`config.mk`:
```
export PLATFORM = sky130hd
export DESIGN_NAME = ps2_keycode_rx
export DESIGN_NICKNAME = d
export VERILOG_FILES = /design/src/rtl/ps2_keycode_rx.sv
export SDC_FILE = /design/constraint.sdc
export NUM_CORES = 1
export LEC_CHECK = 0
export ABC_CLOCK_PERIOD_IN_PS = 2940
export BUFFER_PORTS_ARGS = -buffer_cell sky130_fd_sc_hd__buf_2
export CAP_MARGIN = 20
export CORE_AREA = 3 3 79 81
export DETAILED_ROUTE_END_ITERATION = 6
export DIE_AREA = 0 0 82 84
export GPL_ROUTABILITY_DRIVEN = 0
export GPL_TIMING_DRIVEN = 0
export SLEW_MARGIN = 25
export SYNTH_ARGS = -nofsm -noshare
export SYNTH_HDL_FRONTEND = slang
export SYNTH_SLANG_ARGS = --single-unit
```
`constraint.sdc`:
```
create_clock -name clk -period 2.94 [get_ports clk]
set_clock_uncertainty 0.15 [all_clocks]
set_input_delay 0.147 -clock clk [delete_from_list [all_inputs] [get_ports clk]]
set_output_delay 0.147 -clock clk [all_outputs]
set_load 0.01 [all_outputs]
```
`src/rtl/ps2_keycode_rx.sv`:
```
`default_nettype none
// ============================================================================
// ps2_keycode_rx : PS/2 keyboard frame receiver with make/break/mode decoding
// rev 1.0
// ============================================================================
module ps2_keycode_rx #(
  parameter int FILTER_LEN  = 8,
  parameter int TIMEOUT_CYC = 50000
) (
  input  logic       clk,
  input  logic       rst_n,
  input  logic       ps2_clk,
  input  logic       ps2_data,
  output logic [7:0] data,
  output logic [1:0] released,
  output logic       code_valid,
  output logic       frame_err
);

  localparam int FW = (FILTER_LEN > 1) ? $clog2(FILTER_LEN) : 1;
  localparam int TW = (TIMEOUT_CYC > 1) ? $clog2(TIMEOUT_CYC) : 1;
  localparam logic [FW-1:0] FILT_MAX = FW'(FILTER_LEN - 1);
  localparam logic [TW-1:0] TO_MAX   = TW'(TIMEOUT_CYC - 1);

  typedef enum logic [1:0] {IDLE, SHIFT, STOP, CHECK} state_t;

  state_t        state, state_nxt;
  logic          clk_s1, clk_s2, dat_s1, dat_s2;
  logic          filt_lvl, strobe;
  logic [FW-1:0] filt_cnt;
  logic [TW-1:0] to_cnt;
  logic [3:0]    bitcnt;
  logic [8:0]    shreg;
  logic          stop_bit;
  logic          brk, ext;
  logic          in_frame, timeout, frame_good;
  logic [7:0]    b;

  // Synchronizers and clock filter; strobe marks a filtered falling edge.
  always_ff @(posedge clk) begin
    if (!rst_n) begin
      clk_s1   <= 1'b1;
      clk_s2   <= 1'b1;
      dat_s1   <= 1'b1;
      dat_s2   <= 1'b1;
      filt_lvl <= 1'b1;
      filt_cnt <= '0;
      strobe   <= 1'b0;
    end else begin
      clk_s1 <= ps2_clk;
      clk_s2 <= clk_s1;
      dat_s1 <= ps2_data;
      dat_s2 <= dat_s1;
      strobe <= 1'b0;
      if (clk_s2 != filt_lvl) begin
        if (filt_cnt == FILT_MAX) begin
          filt_lvl <= clk_s2;
          filt_cnt <= '0;
          strobe   <= ~clk_s2;
        end else begin
          filt_cnt <= filt_cnt + FW'(1);
        end
      end else begin
        filt_cnt <= '0;
      end
    end
  end

  assign in_frame   = (state == SHIFT) || (state == STOP);
  assign timeout    = in_frame && !strobe && (to_cnt == TO_MAX);
  assign frame_good = (^shreg) && stop_bit;
  assign b          = shreg[7:0];

  always_ff @(posedge clk) begin
    if (!rst_n) state <= IDLE;
    else        state <= state_nxt;
  end

  always_comb begin
    state_nxt = state;
    case (state)
      IDLE:    if (strobe && !dat_s2) state_nxt = SHIFT;
      SHIFT: begin
        if (timeout)                         state_nxt = IDLE;
        else if (strobe && bitcnt == 4'd8)   state_nxt = STOP;
      end
      STOP: begin
        if (timeout)     state_nxt = IDLE;
        else if (strobe) state_nxt = CHECK;
      end
      CHECK:   state_nxt = IDLE;
      default: state_nxt = IDLE;
    endcase
  end

  always_ff @(posedge clk) begin
    if (!rst_n) begin
      to_cnt     <= '0;
      bitcnt     <= '0;
      shreg      <= '0;
      stop_bit   <= 1'b0;
      brk        <= 1'b0;
      ext        <= 1'b0;
      data       <= 8'h00;
      released   <= 2'd0;
      code_valid <= 1'b0;
      frame_err  <= 1'b0;
    end else begin
      code_valid <= 1'b0;
      frame_err  <= 1'b0;
      to_cnt     <= (in_frame && !strobe) ? to_cnt + TW'(1) : '0;
      if (state == IDLE) bitcnt <= '0;
      if (state == SHIFT && strobe) begin
        shreg  <= {dat_s2, shreg[8:1]};
        bitcnt <= bitcnt + 4'd1;
      end
      if (state == STOP && strobe) stop_bit <= dat_s2;
      if (timeout) begin
        frame_err <= 1'b1;
        brk       <= 1'b0;
        ext       <= 1'b0;
      end
      if (state == CHECK) begin
        if (frame_good) begin
          code_valid <= 1'b1;
          // Prefixes accumulate (E0 F0 xx); any other byte consumes them.
          ext <= (b == 8'hE0) | (ext & (b == 8'hF0));
          brk <= (b == 8'hF0) | (brk & (b == 8'hE0));
          if (b != 8'hE0 && b != 8'hF0) begin
            if (brk) begin
              if (b == data) data <= 8'h00;
            end else begin
              case (b)
                8'h4D:   released <= 2'd1;
                8'h2D:   released <= 2'd2;
                8'h76:   released <= 2'd0;
                default: data     <= b;
              endcase
            end
          end
        end else begin
          frame_err <= 1'b1;
          brk       <= 1'b0;
          ext       <= 1'b0;
        end
      end
    end
  end

endmodule
`default_nettype wire

```
==> results.yml <==
pwr:
  p_int_uw: 959
  power_density_mw_per_mm2: 420
  clockPowerShare: 0.375
  p_sw_frac: 0.207
  pwr-share-seq: 0.608
  p_sw_uw: 250
  combPwrFrac: 0.016
  worst_ir_drop_vdd_mv: 0.225
  leakage_nw: 1.07
clocking:
  numCtsBuffers: 5
  htreeDepth: 2
  ctsRootBufferMaster: "clkbuf_8"
  clockBufferDepth: 2
  clkSinkCount: 54
  cts_tree: "yes"
  insertion_delay_ns: 0.30
  clkTransAtPathRegs_ns: 0.10
finish:
  regArea_mm2: 0.00108
  fill_cells: 565
  multi_input_area_mm2: 0.00141
  final_util: 0.519
  areaGrowthSynthToFinish_pct: 11.2
  diodes: 0
  fin_nets: 334
  drive_gt1_frac: 0.0903
timing:
  slew_violations: 0
  worstMarginPinSlew_ns: 0.589
  rsz0062_at_grt: "no"
  setup_violations: 0
  timing_hold_violations_final: 0
  relSlewSlack: 0.604
  min_period_ns: 2.50
  fin_setup_tns_ns: 0
  timing.final.crit_share: 0.851
  clock.fmax_mhz: 400
die:
  rows: 27
  die-area_mm2: 0.00689
  coreArea_mm2: 0.00554
  die_w_um: 82
  die_h_um: 84
  initial_core_util: 0.467
  ios: 16
setup_path:
  crit_type: "flip-flop to flip-flop"
  worst_ep_required_time_ns: 2.99
  arrival_ns: 2.55
  end_kind: "flip-flop"
  cp_max_fo: 8
  r2r_setup_slack_ns: 0.44
  crit_path_start_kind: "flip-flop"
logic_synthesis:
  yosys.area_share.simple: 0.227
  avgSynthCellArea_um2: 9.07
  synth_xor_area_frac: 0.0764
  synthMuxAreaShare: 0.00387
  synth_seq_area_share: 0.418
  synth_top_family_by_area: "simple AND/OR/NAND/NOR gates"
  ys_seq_elements: 54
  synth-compound-area-share: 0.137
  synth_fa_ha_area_frac: 0.102
  syn-num-nets: 310
  yosysWarnings: 0
  synth_cells: 285
  mappedNetlistArea_mm2: 0.00259
  ys_types: 43
global_routing:
  grt_max_degree: 17
  grt_pass1_wl_mm: 8.60
  antenna_found_initial: 0
  track_usage: 0.154
  overflow: 0
  grt_pass1_vias: 1835
routing:
  drc: 0
  first_iter_violations: 86
  via_per_inst: 5.20
  drt_pre_antenna_iters: 4
  wl_per_cell_um: 12.7
  wirelength_mm: 4.86
  ant_nets: 0
  num_vias: 1986
min_path:
  hp-class: "primary input to flip-flop"
place:
  hpwlAfterDp_mm: 3.61
  place.port_buffers: 15
flow_run:
  drv_cap: 0
status:
  status: "complete, no violations"
-- power by group through the flow --
stage	logic, mW	registers (mW)	clock network, mW
after global placement	0.0178	0.752	0
final	0.0197	0.735	0.454
after detailed placement	0.0179	0.752	0
after CTS	0.0199	0.735	0.470
after global routing	0.0220	0.736	0.501
after floorplan	0.0110	0.752	0
-- area by class of cell --
| class | count | area share |
|---|---|---|
| flip-flops and latches | 54 | 0.376 |
| clock inverters | 1 | 0.00304 |
| multi-input cells | 208 | 0.491 |
| plain buffers | 8 | 0.0130 |
| well taps | 72 | 0.0313 |
| repair buffers | 17 | 0.0331 |
| inverters | 15 | 0.0196 |
| clock buffers | 7 | 0.0335 |
-- metrics by stage --
step	hold slack (ns)	cell area, µm²	cells	power (mW)	worst slack (ns)
final	0.114	2880	382	1.21	0.437
after CTS	0.111	2880	382	1.23	0.423
after global routing	0.112	2880	382	1.26	0.261
after floorplan	0.0985	2590	285	0.763	0.727
after detailed placement	0.182	2750	372	0.770	0.444
after global placement	0.177	2750	372	0.770	0.453
-- cells in the mapped netlist, drive strengths merged --
cell type,instances,area share
inv,15,0.022
a21oi,9,0.017
a31oi,1,0.0024
xor2,7,0.024
nor2,19,0.028
nand4,7,0.017
nor3,5,0.0097
dfxtp,54,0.42
o221a,2,0.0087
xnor3,1,0.0087
o21ai,12,0.023
or3,6,0.015
mux2i,1,0.0039
nor4bb,1,0.0039
a211oi,1,0.0029
ha,21,0.10
nor4,4,0.012
a21o,1,0.0029
o22ai,1,0.0024
clkbuf,7,0.010
a32o,8,0.031
and3b,1,0.0034
o21a,1,0.0029
nand3,6,0.012
and4,2,0.0077
a21boi,11,0.032
buf,1,0.0044
nand2b,5,0.012
xnor2,13,0.044
nor4b,1,0.0034
nand4b,1,0.0034
nand2,41,0.060
o211a,2,0.0077
nor2b,4,0.0097
nor3b,2,0.0058
and3,3,0.0073
and4b,1,0.0039
and2,6,0.015
a41oi,1,0.0034
-- logic make-up after synthesis --
kind of cell / count (synthesis)
simple gates: 115
flops: 54
compound gates: 50
buf+inv: 23
xor+xnor: 21
fa+ha+maj: 21
mux: 1
-- flip-flops by register name, indices dropped and copies added, names as in the netlist, 2 cells and up --
register  cells
data          8
filt_cnt      3
released      2
to_cnt       16
state         2
bitcnt        4
shreg         9
-- metal layers --
layer	GRT usage	part of all wire	up-vias
li1	-	-	1035
met2	0.231	0.43	20
met4	0.0363	0.0091	0
met1	0.225	0.54	926
met3	0.0292	0.026	5
met5	0	0	-
-- path summary, 6_finish.rpt --
path         depth (start not counted)                  start                     to
max reg2reg                          7  shreg[1]$_SDFFE_PN0P_   data[6]$_SDFFE_PN0P_
min reg2reg                          1      dat_s1$_SDFF_PN1_      dat_s2$_SDFF_PN1_
min                                  3                  rst_n  to_cnt[14]$_SDFF_PN0_
max                                  7  shreg[1]$_SDFFE_PN0P_   data[6]$_SDFFE_PN0P_
-- worst max-delay path: stages (launching register included) --
cell	delay (ns)
dfxtp_1	0.45
inv_1	0.09
ha_1	0.30
xnor3_1	0.37
xnor2_1	0.14
and3b_1	0.31
o21ai_1	0.25
a32o_1	0.33
-- timing repair --
item	CTS	global route
resized for setup	0	0
hold buffers	2	0
buffers inserted	0	0
endpoints found under the hold margin	2	0
-- placed cells by master (no fill, tap or decap), types with 2 or more instances in the layout --
cell type and instances:
a21boi_0 11, a21oi_1 9, a32o_1 8, and2_1 5
and3_1 3, buf_2 15, clkbuf_1 7, clkbuf_8 7
dfxtp_1 54, dlygate4sd3_1 2, ha_1 21, inv_1 15
nand2_1 41, nand2b_1 5, nand3_1 6, nand4_1 7
nor2_1 19, nor2b_1 4, nor3_1 5, nor3b_1 2
nor4_1 3, o211a_1 2, o21ai_0 11, o221a_2 2
or3_1 6, xnor2_1 13, xor2_1 7
Note: power is estimated with default switching activity, not from simulation.
